File: config.mk
export PLATFORM = sky130hd
export DESIGN_NAME = spmv_sync_fifo
export DESIGN_NICKNAME = d
export VERILOG_FILES = /design/src/rtl/spmv_sync_fifo.sv
export SDC_FILE = /design/constraint.sdc
export NUM_CORES = 1
export LEC_CHECK = 0
export ABC_AREA = 0
export CAP_MARGIN = 20
export CORE_MARGIN = 4
export CORE_UTILIZATION = 27
export CTS_CLUSTER_DIAMETER = 80
export DETAILED_ROUTE_END_ITERATION = 12
export PLACE_DENSITY = 0.52
export REMOVE_ABC_BUFFERS = 1
export SYNTH_ARGS = -nofsm -noshare
export SYNTH_HDL_FRONTEND = slang
export SYNTH_SLANG_ARGS = --single-unit
File: constraint.sdc
create_clock -name clk -period 2.62 [get_ports clk]
set_clock_uncertainty 0.15 [all_clocks]
set_input_delay 0.524 -clock clk [delete_from_list [all_inputs] [get_ports clk]]
set_output_delay 0.524 -clock clk [all_outputs]
set_load 0.1 [all_outputs]
File: src/rtl/spmv_sync_fifo.sv
// Synchronous FIFO with a combinational head (rd_data shows the oldest entry while not empty).
// Ports:
//   clk, rst          - clock and synchronous active-high reset (clears pointers only)
//   wr_en, wr_data    - push an entry; caller never pushes into a full FIFO unless popping
//   rd_en, rd_data    - pop the head; rd_data is valid whenever empty is low
//   full, empty, count- occupancy status
module spmv_sync_fifo #(
  parameter int unsigned WIDTH = 8,
  parameter int unsigned DEPTH = 4
) (
  input  logic                   clk,
  input  logic                   rst,
  input  logic                   wr_en,
  input  logic [WIDTH-1:0]       wr_data,
  input  logic                   rd_en,
  output logic [WIDTH-1:0]       rd_data,
  output logic                   full,
  output logic                   empty,
  output logic [$clog2(DEPTH):0] count
);

  localparam int unsigned PtrW = $clog2(DEPTH);

  // Pointers carry one extra wrap bit so full and empty are distinguishable.
  logic [PtrW:0]      wptr_q, rptr_q;
  logic [WIDTH-1:0]   mem_q [DEPTH];

  always_ff @(posedge clk) begin
    if (rst) begin
      wptr_q <= '0;
      rptr_q <= '0;
    end else begin
      if (wr_en) wptr_q <= wptr_q + 1'b1;
      if (rd_en) rptr_q <= rptr_q + 1'b1;
    end
  end

  always_ff @(posedge clk) begin
    if (wr_en) mem_q[wptr_q[PtrW-1:0]] <= wr_data;
  end

  assign rd_data = mem_q[rptr_q[PtrW-1:0]];
  assign count   = wptr_q - rptr_q;
  assign empty   = (wptr_q == rptr_q);
  assign full    = (count == (PtrW + 1)'(DEPTH));

endmodule

Word level (Yosys, flattened, before mapping). Memory sizes are Yosys's and may differ from the RTL's. A register that Yosys moved wholly into a read port is not among the register bits. Index checks and enable logic that the tools add are counted.

$add $sub $neg: 3. Equal/unequal tests: 2. Mux-type cells: 4.

Operators with widths (number): adder 3 x 1 -> 3 bit, second input constant (2); two-way mux 2 bit (2); == test 3 bit (1); == test 3 bit, second input constant (1); subtractor 3 bit (1); two-way mux 1 bit (2).

Register bits after elaboration: 6. Memory bits (writable): 32. Input port bits: 12. Output and inout bits: 13. Logic and storage cells: 12. Memories kept: 1.

Memory list: mem_q (words 4, bits a word 8, rd ports 1, clocked after Yosys merged registers in 1, write ports 1, RTL line 26) `logic [WIDTH-1:0] mem_q [DEPTH];`.

Depth between registers and ports, before layout. Gate-level depths: netlist of run 1.

Depth in word-level cells: 3. Depth in mapped cells: 6. Mapped depth without buffers: 6.

Least setup slack after synthesis of run 1. OpenSTA, ideal clock, no wires.

Path type: flip-flop to output port. Start point: register wptr_q[0]. End point: output port full. Data arrival time: 3547 ps. Required time: 1946 ps. Path slack: -1601 ps. Stages on the path, launching flop included: 7. Path buffers: 0. Path through: dfxtp_1 > inv_1 > ha_1 > inv_1 > fa_1 > or3b_1 > mux2i_1.

Word-level cells in the longest chain between the ends: 2.

Ends and longest elaborated chain: start, declared (RTL line 25) `logic [PtrW:0] wptr_q, rptr_q;`; start signal, assigned (RTL line 33) `if (wr_en) wptr_q <= wptr_q + 1'b1;`; subtractor 3 bit (RTL line 43) `assign count = wptr_q - rptr_q;`; net count[1] (RTL line 19) `output logic [$clog2(DEPTH):0] count`; == test 3 bit (RTL line 45) `assign full = (count == (PtrW + 1)'(DEPTH));`; end, declared (RTL line 17) `output logic full,`.

The timed path passes the listed nets, and every way through them passes these cells.

Worst setup path in the final report of run 1.
Start point: register wptr_q[0]. End point: output port full.

Word-level cells in the longest chain between the ends: 2.

Ends and longest elaborated chain (RTL line): subtractor 3 bit (43); == test 3 bit (45).

Every way passes these cells.

==> impl_summary.md, run 1 <==
Floorplan
The die covers 7320 um^2. The number of top-level pins is 25. After floorplanning, the core was sized to cover 5680 um^2. From left edge to right edge, the die measures 85.6 um. For this configuration, the core starts out at a cell density of 0.286.

The floorplan step set the die height to 85.6 um. The number of core rows is 27.

Critical path
The worst register-to-register path begins at wptr_q[0]$_SDFFE_PP0P_. The startpoint class of the critical path is a flip-flop. In this run the worst setup path terminates at full. The setup check on the worst reg-to-reg path leaves a slack of 0.70 ns. In this run the critical register-to-register path is captured at mem_q[0][2]$_DFFE_PP_. The count of cell instances traversed by the critical path is 7. The critical path contains buffers and inverters numbering 3 combined.

For the worst setup path, the data arrival time is 2.13 ns. The cell family contributing the most delay on the critical path is adder cells. Along the worst path, the maximum fanout reaches 2. Among all stages on the critical path, the largest delay is contributed by sky130_fd_sc_hd__fa_1. The endpoint required time on the critical path is 1.95 ns. The length in cells of the worst reg-to-reg path is 8. The cell repeated most along the worst path is sky130_fd_sc_hd__inv_2. The delay of the slowest cell on the worst path is 0.47 ns.

STA classifies the critical path endpoint as an output pin. The launch point of the critical path is wptr_q[0]$_SDFFE_PP0P_. Traced cell by cell, the critical path runs through inv_2 > ha_4 > inv_2 > fa_1 > or3b_1 > mux2i_2 > buf_12. The type of the setup path with the least slack is flip-flop to output pin.

Synth
The post-synthesis register bit count is 40. Dividing the synthesized area by the synthesized cell count gives 18.3 um^2. In this run the cell area of the synthesized design comes to 1630 um^2. After synthesis, the largest family of logic cells by area is multiplexers. The synthesized-area fraction occupied by ao, oa, aoi and oai cells was 0.0185. The count of yosys warnings during synthesis is 0.

Of the total synthesized cell area, the portion taken by full adders, half adders and majority gates is 0.0662. After synthesis, the netlist uses 19 different library cells. The fraction of synthesized cell area in xor and xnor cells is 0.0216. After synthesis, the share of cell area in mux cells is 0.129. The gate count of the mapped netlist is 89. Of the total synthesized cell area, the portion taken by AND, OR, NAND and NOR gates is 0.0500. The share of the Yosys chip area taken by registers is 0.690.

Pwr
The internal power consumption is 1240 uW. Across the VDD grid, the largest voltage drop is 358 uV. The design draws 1850 uW. The share of total power dissipated in sequential elements is 0.400.

The analysis attributes to cell leakage a power of 0.000806 uW. Dividing total power by cell area gives a power density of 815 nW/um^2. In this run the power spent charging and discharging nets is 607 uW. The share of total power dissipated in combinational logic is 0.336. The relative contribution of the clock network to total power is 0.264. Of the total power, the share spent switching nets is 0.329.

Detailed routing
After detailed routing, the wire length on met1 is 1250 um. The routed wire length on met2 is 1510 um. The residual DRC count is 0. In the routed layout, each cell is associated on average with a via count of 4.25.

Detailed routing inserted a total of 846 vias. The detail route stage leaves a number of antenna-violating nets equal to 0. The uppermost layer routed is met4. The pre-antenna-repair detailed-routing pass consisted of 3 iterations. The routed design has 2940 um of wire. The DRC violation total after the first TritonRoute iteration is 36. The average wire per standard cell is 14.8 um. The wire length on met3 is 170 um.

STA
At the pin with the least slew margin, the transition time is 0.456 ns. The number of max-slew violations in the final report was 0. Setup repair after global routing could not meet its margin everywhere. In the finished design, the share of the clock period the worst path needs comes to 1.07.

The relative slew slack is 0.696. The final sum of negative setup slack is -0.179 ns. Setup violations remaining at the end of the flow were counted as 1. Based on the critical path, the design can be clocked at up to 357 MHz.

The shortest clock period the worst path allows after layout is 2.80 ns. The final hold violation count came to 0. The worst setup margin is -0.179 ns.

Clock tree
The root cell of the clock tree is sky130_fd_sc_hd__clkbuf_8. The clock tree from TritonCTS is done. The clock tree synthesis step divided the H-tree into 2 levels. Clock tree synthesis inserted a total of 5 buffers. The maximum buffer depth of the clock tree is 2. The total number of clock tree sinks is 40. The clock latency of the later-clocked register in the worst-skew pair is 0.29 ns.

Clock-pin slew was measured on the worst setup and hold paths at 0.08 ns.

Global route
The number of global-route vias before repair came to 954. The first global-routing pass estimated 4770 um of wire. For this run the aggregate overflow at the end of global routing stands at 0. The initial antenna violation count is 0.

Entering global routing, the biggest net connects 14 pins. For this run, the total global-route usage over all layers was measured as 0.0893.

Run status
The flow ran to the end, but the final reports show violations. The final reports fail on negative setup slack.

Layout
The antenna diode count is 0. The final net count is 146. The ratio of cells with drive above 1 in the final layout is 0.362. The final design utilization is 0.399.

The area overhead of the layout relative to synthesis is 39.3%.

Flow run
The number of maximum-capacitance constraint violations is 0.

Placement
The congestion estimate from routability-driven global placement came to 0.688. The post-detailed-placement half-perimeter wirelength is 2100 um. The quantity of I/O buffers inserted on ports is 24.

Worst hold path
The type of the worst min-delay path is flip-flop to flip-flop.
==> sequential cells by signal, indices dropped and copies added, names as in the netlist, named ones only <==
name	flops
mem_q	32
rptr_q	3
wptr_q	3
==> cell families (layout without fill, tap and decap cells) <==
kind of cell | after synthesis | count (layout)
adders and majority gates | 8 | 8
DFF | 40 | 40
xor gates and xnor gates | 4 | 4
buffers and inverters | 8 | 46
muxes | 11 | 11
AOI/OAI and AO/OA | 4 | 4
and+or+nand+nor | 14 | 14
==> metal layers <==
layer,global-route usage,vias up
li1,-,405
met1,0.0968,417
met2,0.152,22
met3,0.0327,2
met4,0.0475,0
met5,0,-
==> through the flow <==
| step | hold WS (ns) | setup slack (ns) | std cells | instance area, um^2 |
|---|---|---|---|---|
| finish | 0.422 | -0.179 | 199 | 2260 |
| global route | 0.462 | -0.249 | 199 | 2260 |
| CTS | 0.422 | -0.222 | 199 | 2260 |
| detailed placement | 0.407 | 0.0591 | 187 | 2100 |
| global placement | 0.414 | 0.0951 | 187 | 2100 |
| floorplan | 0.364 | -1.60 | 86 | 1600 |
==> cells in the final DEF, fill, tap and decap left out, types with 2 or more instances in the layout <==
master,netlist,final
sky130_fd_sc_hd__inv_1,5,3
sky130_fd_sc_hd__and2_1,4,4
sky130_fd_sc_hd__dfxtp_1,8,6
sky130_fd_sc_hd__nand3b_1,3,3
sky130_fd_sc_hd__a21bo_2,2,2
sky130_fd_sc_hd__inv_2,0,2
sky130_fd_sc_hd__edfxtp_1,32,32
sky130_fd_sc_hd__buf_4,0,9
sky130_fd_sc_hd__mux2i_1,3,2
sky130_fd_sc_hd__xnor2_1,3,3
sky130_fd_sc_hd__ha_1,7,6
sky130_fd_sc_hd__nor2_1,5,5
sky130_fd_sc_hd__clkbuf_8,0,5
sky130_fd_sc_hd__a21oi_1,2,2
sky130_fd_sc_hd__mux4_2,8,8
sky130_fd_sc_hd__buf_12,0,13
sky130_fd_sc_hd__clkdlybuf4s50_1,0,11
==> power by group through the flow <==
stage | Combinational [uW] | Sequential, uW | Clock (uW)
5_1_grt | 643 | 743 | 540
3_3_place_gp | 600 | 751 | 0
4_1_cts | 624 | 740 | 504
6_report | 620 | 739 | 488
2_1_floorplan | 370 | 751 | 0
3_5_place_dp | 607 | 753 | 0
==> layout make-up <==
cell class	count	area (um^2)
Clock inverter	3	42.5
Clock buffer	5	68.8
Tap cell	72	90.1
Fill cell	526	3410
Inverter	5	18.8
Sequential cell	40	1130
Timing Repair Buffer	33	438
Multi-Input combinational cell	41	480
==> tightest hold or removal path: cells and delay by family (launching register included) <==
kind | cells | cell delay (ns)
flops | 1 | 0.35
compound gates | 1 | 0.06
simple gates | 1 | 0.11
==> cell usage after synthesis, drive strengths merged <==
cell    count  share of area
dfxtp       8          0.099
a21bo       2          0.012
buf         2          0.010
edfxtp     32           0.59
and3        1         0.0039
clkbuf      1         0.0031
a21oi       2         0.0062
xor2        1         0.0054
xnor2       3          0.016
and2        4          0.015
mux4        8           0.11
mux2i       3          0.018
ha          7          0.054
fa          1          0.012
inv         5          0.012
or3b        1         0.0054
nor2        5          0.012
nand3b      3          0.014
==> timing repair <==
item                       4_1_cts  5_1_grt
setup endpoints to repair        1        1
resized for setup                7        1
buffers inserted                 4        0
pin swaps                        3        2
hold buffers                     0        0
gates cloned                     0        0
==> worst min-delay path by stage <==
stage | start | to | slack (ns) | cells past startpoint
after floorplan | rptr_q[1]$_SDFFE_PP0P_ | flip-flop | 0.36 | 2
after global placement | wptr_q[2]$_SDFFE_PP0P_ | wptr_q[2]$_SDFFE_PP0P_ | 0.41 | 2
after detailed placement | rptr_q[1]$_SDFFE_PP0P_ | rptr_q[1]$_SDFFE_PP0P_ | 0.41 | 2
after CTS | wptr_q[2]$_SDFFE_PP0P_ | wptr_q[2]$_SDFFE_PP0P_ | 0.42 | 2
after global routing | wptr_q[2]$_SDFFE_PP0P_ | wptr_q[2]$_SDFFE_PP0P_ | 0.46 | 2
final | wptr_q[2]$_SDFFE_PP0P_ | wptr_q[2]$_SDFFE_PP0P_ | 0.42 | 2
No activity file was read; power rests on OpenSTA's default activity.
==> run 2, diff against run 1 <==
--- a/config.mk
+++ b/config.mk
@@ -8,10 +8,10 @@
 export ABC_AREA = 0
 export CAP_MARGIN = 20
 export CORE_MARGIN = 4
-export CORE_UTILIZATION = 27
+export CORE_UTILIZATION = 40
 export CTS_CLUSTER_DIAMETER = 80
 export DETAILED_ROUTE_END_ITERATION = 12
-export PLACE_DENSITY = 0.52
+export PLACE_DENSITY = 0.68
 export REMOVE_ABC_BUFFERS = 1
 export SYNTH_ARGS = -nofsm -noshare
 export SYNTH_HDL_FRONTEND = slang
==> impl_summary.md, run 2 (synthesized netlist as in run 1, its figures left out) <==
Run status
The run finished, with violations left. The final reports fail on negative setup slack.

Clock tree
The total number of clock tree sinks is 40 (unchanged). The clock transition at the register clock pins on the worst setup and hold paths after CTS is 0.07 ns (about the same). The TritonCTS buffer count is 5 (unchanged). The clock tree from TritonCTS is done.

The maximum buffer depth of the clock tree is 2 (unchanged). The clock latency of the later-clocked register in the worst-skew pair is 0.28 ns (about the same). The number of buffers inserted by hold repair at cts is 0 (unchanged). The cell sitting at the root of the clock tree is a sky130_fd_sc_hd__clkbuf_8. The H-tree level count was 2 (unchanged).

STA
The relative slew slack is 0.707 (+0.0108). The smallest hold slack is 0.418 ns (-0.00382 ns). The fraction of the cycle the final worst path needs is 1.08 (+0.0119).

The final hold violation count is 0 (unchanged). The final count of negative-setup-slack endpoints was 1 (unchanged). The peak clock frequency supported by timing is 353 MHz (-1.1%). The shortest clock period the worst path allows after layout was 2.83 ns (+0.0313 ns). Setup repair after global routing could not meet its margin everywhere. The actual slew at the worst max-slew pin is 0.440 ns (-0.0162 ns). The number of max-slew violations in the final report was 0 (unchanged). The worst setup margin was -0.210 ns (-0.0313 ns).

Floorplan
The area of the placeable core is 3800 um^2 (-33%). The number of top-level pins came to 25 (unchanged). The number of core rows is 22 (-19%). The floorplan die area is 5150 um^2 (-30%).

The initial cell density of the core is 0.428 (+0.141). The chip width is 71.7 um (-16%). The die extent in y is 71.7 um (-16%).

Global route
The maximum number of pins on one net before global-route repair is 14 (unchanged). The global routing usage summed across all routing layers came to 0.119 (+0.0300). The initial antenna violation count was 0 (unchanged). The global routing stage identified its most utilized layer as met2.

The met1 usage in global routing is 0.120 (+0.0233). The met2 capacity usage during global routing was 0.221 (+0.0696). The number of global-route vias before repair came to 934 (-2.1%). The met3 usage in global routing is 0.0491 (+0.0164).

The wire length of the first global-routing pass came to 4530 um (-4.9%). The global route total overflow is 0 (unchanged).

Pwr
The power share of the sequential group was 0.403 (+0.003). The combinational group share of total power is 0.334 (-0.002). The net switching component of the power is 599 uW (-1.3%). The peak supply drop is 531 uV (+48%).

The internal power consumption is 1230 uW (-0.60%). The standby leakage power is 0.000787 uW (-2.3%). The power density normalized to cell area is 830 nW/um^2 (+1.9%). The fraction of power spent switching nets came to 0.327 (-0.00156). The relative contribution of the clock network to total power came to 0.263 (about the same).

Critical path
The flop-to-flop setup slack is 0.98 ns (+0.28 ns). Traced cell by cell, the critical path runs through inv_2 > ha_4 > inv_2 > fa_1 > or3b_1 > mux2i_2 > buf_12. The worst setup path is launched from a flip-flop. The endpoint arrival time on the critical path is 2.16 ns (+0.03 ns).

The peak fanout along the critical path is 2 (unchanged). The worst register-to-register path begins at wptr_q[0]$_SDFFE_PP0P_. The endpoint required time on the critical path is 1.95 ns (about the same). The cell with the largest stage delay on the worst path is sky130_fd_sc_hd__fa_1. The cell repeated most along the worst path is sky130_fd_sc_hd__inv_2.

The critical path is of the flip-flop to output pin type. The critical register-to-register path endpoint is mem_q[0][2]$_DFFE_PP_. The delay of the slowest cell on the worst path was 0.47 ns (about the same). The length in cells of the worst reg-to-reg path is 5 (-3).

The endpoint type of the worst setup path is an output pin.

Placement
The quantity of I/O buffers inserted on ports is 24 (unchanged). The post-detailed-placement half-perimeter wirelength is 1930 um (-8.1%). The pre-CTS setup slack is 0.0299 ns (-0.0292 ns).

The weighted congestion reported at the end of routability-driven placement is 0.713 (+3.6%).

Flow run
The number of maximum-capacitance constraint violations is 0 (unchanged).

Layout
In the layout the commonest cells are sky130_fd_sc_hd__edfxtp_1, sky130_fd_sc_hd__buf_12, sky130_fd_sc_hd__clkdlybuf4s50_1. The flip-flop count of the largest register, all copies and words added is 32 (unchanged). The antenna diode count came to 0 (unchanged). The final net count is 142 (-2.7%). The most common cell after layout, fill and taps aside is sky130_fd_sc_hd__edfxtp_1. Compared with the post-synthesis result, the final layout area differs by 35.6%.

The ratio of cells with drive above 1 in the final layout is 0.341 (-0.0207).

Worst hold path
The beginning of the worst hold path is rptr_q[0]$_SDFFE_PP0P_. The path with the worst hold slack has its endpoint at rptr_q[0]$_SDFFE_PP0P_. In this run the worst hold path is classified as flip-flop to flip-flop. The number of cells on the worst hold path is 2 (unchanged).

Detailed routing
The DRC violation total after the first TritonRoute iteration is 38 (+5.6%). The via count is 847 (+0.12%). The via density per instance is 4.95 (+17%). The average wire per standard cell came to 16.1 um (+8.7%).

The wire length after detailed routing is 2750 um (-6.6%). The residual DRC count is 0 (unchanged). The post-detailed-route count of antenna-violating nets is 0 (unchanged).

The number of detailed-routing iterations run before antenna repair was 3 (unchanged).
-- run 2: cell types whose count changed in the layout (fill, tap and decap cells not counted) --
cell	delta
sky130_fd_sc_hd__buf_4	-4
-- run 2: power groups by stage --
stage	sequential (uW)	clock, uW	combinational [uW]
6_report	738	482	611
5_1_grt	741	530	632
4_1_cts	738	493	616
3_5_place_dp	750	0	605
3_3_place_gp	748	0	595
2_1_floorplan	751	0	370
-- run 2: area by class of cell --
| cell class | instances | area [um^2] |
|---|---|---|
| multi-input cells | 41 | 480 |
| inverters | 5 | 18.8 |
| flip-flops and latches | 40 | 1130 |
| fillers | 290 | 1590 |
| clock inverters | 3 | 42.5 |
| well taps | 48 | 60.1 |
| repair buffers | 29 | 408 |
| clock buffers | 5 | 68.8 |
-- run 2: per-stage QoR --
step	cell area, um^2	setup TNS (ns)	util	power (uW)	instances
floorplan	1600	-2.11	-	1120	86
global route	2200	-0.280	0.580	1900	171
CTS	2200	-0.221	0.580	1850	171
finish	2200	-0.210	0.580	1830	171
detailed placement	2060	0	0.543	1360	162
global placement	2060	0	0.543	1340	162
-- run 2: per-layer routing --
metal | wire length (um) | vias to the layer above
met5 | 0 | -
met4 | 34 | 0
met3 | 178 | 7
met2 | 1480 | 22
met1 | 1050 | 420
li1 | - | 398
-- run 2: worst max-delay path, delay by kind of cell, from the launching register on --
family | cells | cell delay (ns)
flops | 1 | 0.33
buf+inv | 3 | 0.31
fa+ha+maj | 2 | 0.59
mux | 1 | 0.24
simple gates | 1 | 0.39
-- run 2: worst max path at each step --
| stage | from | endpoint | slack (ns) | depth (start not counted) |
|---|---|---|---|---|
| 6_report | wptr_q[0]$_SDFFE_PP0P_ | full | -0.21 | 7 |
| 5_1_grt | wptr_q[0]$_SDFFE_PP0P_ | full | -0.28 | 7 |
| 4_1_cts | wptr_q[0]$_SDFFE_PP0P_ | full | -0.22 | 7 |
| 3_5_place_dp | wptr_q[0]$_SDFFE_PP0P_ | full | 0.03 | 7 |
| 3_3_place_gp | wptr_q[0]$_SDFFE_PP0P_ | full | 0.10 | 7 |
| 2_1_floorplan | wptr_q[0]$_SDFFE_PP0P_ | full | -1.60 | 6 |
-- run 2: repair_timing --
action	CTS	global route
resized for setup	8	0
endpoints found under the setup margin	1	1
pin swaps	3	2
cloned	0	0
buffers inserted	1	0
==> run 3, diff against run 2 <==
--- a/config.mk
+++ b/config.mk
@@ -11,7 +11,8 @@
 export CORE_UTILIZATION = 40
 export CTS_CLUSTER_DIAMETER = 80
 export DETAILED_ROUTE_END_ITERATION = 12
-export PLACE_DENSITY = 0.68
+export DONT_BUFFER_PORTS = 1
+export PLACE_DENSITY = 0.6
 export REMOVE_ABC_BUFFERS = 1
 export SYNTH_ARGS = -nofsm -noshare
 export SYNTH_HDL_FRONTEND = slang
==> impl_summary.md, run 3 (synthesized netlist as in run 1, its figures left out) <==
STA
The worst setup margin came to -0.185 ns (+0.0252 ns). The actual slew at the worst max-slew pin came to 0.524 ns (+0.0841 ns). The peak clock frequency supported by timing came to 356 MHz (+0.90%).

The final count of negative-setup-slack endpoints is 1 (unchanged). The smallest hold slack was 0.144 ns (-0.274 ns). The final hold violation count came to 0 (unchanged). The number of max-slew violations in the final report was 0 (unchanged). The relative slew slack was 0.652 (-0.0553). The fraction of the cycle the final worst path needs is 1.07 (-0.00961).

Setup repair after global routing could not meet its margin everywhere. The shortest clock period the worst path allows after layout was 2.81 ns (-0.0252 ns).

Pwr
The internal power consumption was 1310 uW (+6.5%). The power share of the sequential group came to 0.391 (-0.012). The standby leakage power came to 0.000697 uW (-11%). The peak supply drop is 656 uV (+23%). The fraction of power spent switching nets was 0.305 (-0.0220).

The power density normalized to cell area is 959 nW/um^2 (+15%). The combinational group share of total power is 0.245 (-0.089). The net switching component of the power was 577 uW (-3.8%).

The relative contribution of the clock network to total power was 0.364 (+0.101).

Detailed routing
The wire length after detailed routing was 2710 um (-1.2%). The DRC violation total after the first TritonRoute iteration is 33 (-13%). The number of detailed-routing iterations run before antenna repair was 3 (unchanged). The residual DRC count was 0 (unchanged).

The via density per instance is 4.99 (+0.69%). The post-detailed-route count of antenna-violating nets is 0 (unchanged). The average wire per standard cell is 17.4 um (+8.3%). The via count is 778 (-8.1%).

Global route
The number of global-route vias before repair came to 892 (-4.5%). The global routing usage summed across all routing layers is 0.115 (-0.00435). The initial antenna violation count is 0 (unchanged).

The global route total overflow is 0 (unchanged). The wire length of the first global-routing pass is 4330 um (-4.6%). The maximum number of pins on one net before global-route repair is 14 (unchanged).

Clock tree
The maximum buffer depth of the clock tree was 2 (unchanged). The clock transition at the register clock pins on the worst setup and hold paths after CTS was 0.08 ns (about the same). The H-tree level count came to 2 (unchanged). The total number of clock tree sinks came to 40 (unchanged). The clock latency of the later-clocked register in the worst-skew pair is 0.28 ns (about the same). The number of buffers inserted by hold repair at cts was 0 (unchanged).

TritonCTS built the clock tree. The TritonCTS buffer count is 5 (unchanged). The root cell of the clock tree is sky130_fd_sc_hd__clkbuf_8.

Critical path
Walking the worst path, the cells encountered are inv_2 > ha_4 > inv_2 > fa_1 > or3b_1 > mux2i_2 > buf_12. In this run the critical register-to-register path is launched from wptr_q[0]$_SDFFE_PP0P_. The peak fanout along the critical path is 2 (unchanged). The delay of the slowest cell on the worst path is 0.46 ns (about the same). The length in cells of the worst reg-to-reg path is 8 (+3). The endpoint required time on the critical path came to 1.95 ns (about the same). The endpoint type of the worst setup path is an output pin. Tracing the worst setup path back leads to its startpoint at wptr_q[0]$_SDFFE_PP0P_.

The cell with the largest stage delay on the worst path is sky130_fd_sc_hd__fa_1. The most numerous cell type found on the critical path is sky130_fd_sc_hd__inv_2. The worst setup path is launched from a flip-flop.

The critical register-to-register path endpoint is mem_q[2][1]$_DFFE_PP_. The endpoint arrival time on the critical path came to 2.13 ns (-0.03 ns). The flop-to-flop setup slack came to 0.70 ns (-0.28 ns). The type of the setup path with the least slack is flip-flop to output pin.

Layout
The library cells used most frequently in the layout, excluding fill and tap cells, are sky130_fd_sc_hd__edfxtp_1, sky130_fd_sc_hd__buf_4, sky130_fd_sc_hd__mux4_2. Leaving out fill and tap cells, the most frequent cell in the layout is sky130_fd_sc_hd__edfxtp_1. The antenna diode count is 0 (unchanged). The area overhead of the layout relative to synthesis is 21.2%. The ratio of cells with drive above 1 in the final layout is 0.361 (+0.0196). The final design area excluding fillers was 1970 um^2 (-11%). The flip-flop count of the largest register, all copies and words added was 32 (unchanged). The final net count came to 127 (-11%).

Placement
The pre-CTS setup slack is 0.0759 ns (+0.0460 ns). The post-detailed-placement half-perimeter wirelength is 1830 um (-5.2%). The weighted congestion reported at the end of routability-driven placement is 0.704 (-1.2%). The cell area reported after detailed placement came to 1760 um^2 (-15%).

The quantity of I/O buffers inserted on ports was 0 (-100%).

Floorplan
The die extent in y is 71.7 um (unchanged). The initial cell density of the core came to 0.428 (unchanged). The area of the placeable core is 3800 um^2 (unchanged).

The chip width is 71.7 um (unchanged). The floorplan die area was 5150 um^2 (unchanged). The number of top-level pins is 25 (unchanged).

The number of core rows is 22 (unchanged).

Run status
The checks that failed: negative setup slack. The run finished, with violations left.

Worst hold path
The type of the worst min-delay path is input pin to flip-flop. The capture endpoint of the worst hold path is wptr_q[2]$_SDFFE_PP0P_. The worst hold path begins at rst. The number of cells on the worst hold path is 1 (-1).

Flow run
The number of maximum-capacitance constraint violations was 0 (unchanged).
-- run 3: cell types whose count changed in the layout (fill, tap and decap cells not counted) --
cell | previous run | this run
sky130_fd_sc_hd__buf_4 | 5 | 13
sky130_fd_sc_hd__xor2_2 | 0 | 1
sky130_fd_sc_hd__bufinv_16 | 1 | 3
sky130_fd_sc_hd__buf_12 | 13 | 1
sky130_fd_sc_hd__xor2_1 | 1 | 0
sky130_fd_sc_hd__clkinv_2 | 1 | 0
sky130_fd_sc_hd__clkinvlp_4 | 1 | 0
sky130_fd_sc_hd__clkdlybuf4s50_1 | 11 | 0
-- run 3: metal layers --
metal / vias up / global-route usage / share of wire / wire length (um)
met5: - / 0 / 0 / 0
met4: 0 / 0.0376 / 0.010 / 28
met3: 4 / 0.0505 / 0.076 / 207
met2: 25 / 0.204 / 0.53 / 1430
met1: 383 / 0.121 / 0.38 / 1040
li1: 366 / - / - / -
-- run 3: worst max path at each step --
stage,end,slack [ns],depth (start not counted)
finish,full,-0.19,7
global route,full,-0.26,7
CTS,full,-0.22,7
detailed placement,full,0.08,7
global placement,full,0.11,7
floorplan,full,-1.60,6
-- run 3: critical path, delay by kind of cell (launching register included) --
| family | cells | cell delay [ns] |
|---|---|---|
| flops | 1 | 0.33 |
| mux | 1 | 0.23 |
| fa+ha+maj | 2 | 0.59 |
| simple gates | 1 | 0.38 |
| buf+inv | 3 | 0.31 |
-- run 3: final cells by class --
class,count,area [um^2]
Fill cell,309,1830
Sequential cell,40,1130
Multi-Input combinational cell,41,488
Timing Repair Buffer,14,118
Clock inverter,3,90.1
Clock buffer,5,68.8
Tap cell,48,60.1
Inverter,5,18.8
-- run 3: through the flow --
stage	setup TNS [ns]	cells	util	total power, uW
6_report	-0.185	156	0.518	1890
5_1_grt	-0.260	156	0.518	1950
4_1_cts	-0.217	156	0.518	1900
3_5_place_dp	0	143	0.462	1200
3_3_place_gp	0	143	0.462	1190
2_1_floorplan	-2.11	86	-	1120
-- run 3: repair_timing --
| action | 4_1_cts | 5_1_grt |
|---|---|---|
| pin swaps | 3 | 2 |
| endpoints found under the setup margin | 1 | 1 |
| setup buffers | 5 | 0 |
| resized for setup | 7 | 0 |
-- run 3: power by group through the flow --
stage | Sequential [uW] | Combinational [uW] | Clock (uW)
floorplan | 751 | 370 | 0
global placement | 749 | 442 | 0
detailed placement | 751 | 446 | 0
CTS | 739 | 467 | 696
global route | 741 | 483 | 726
finish | 738 | 463 | 686
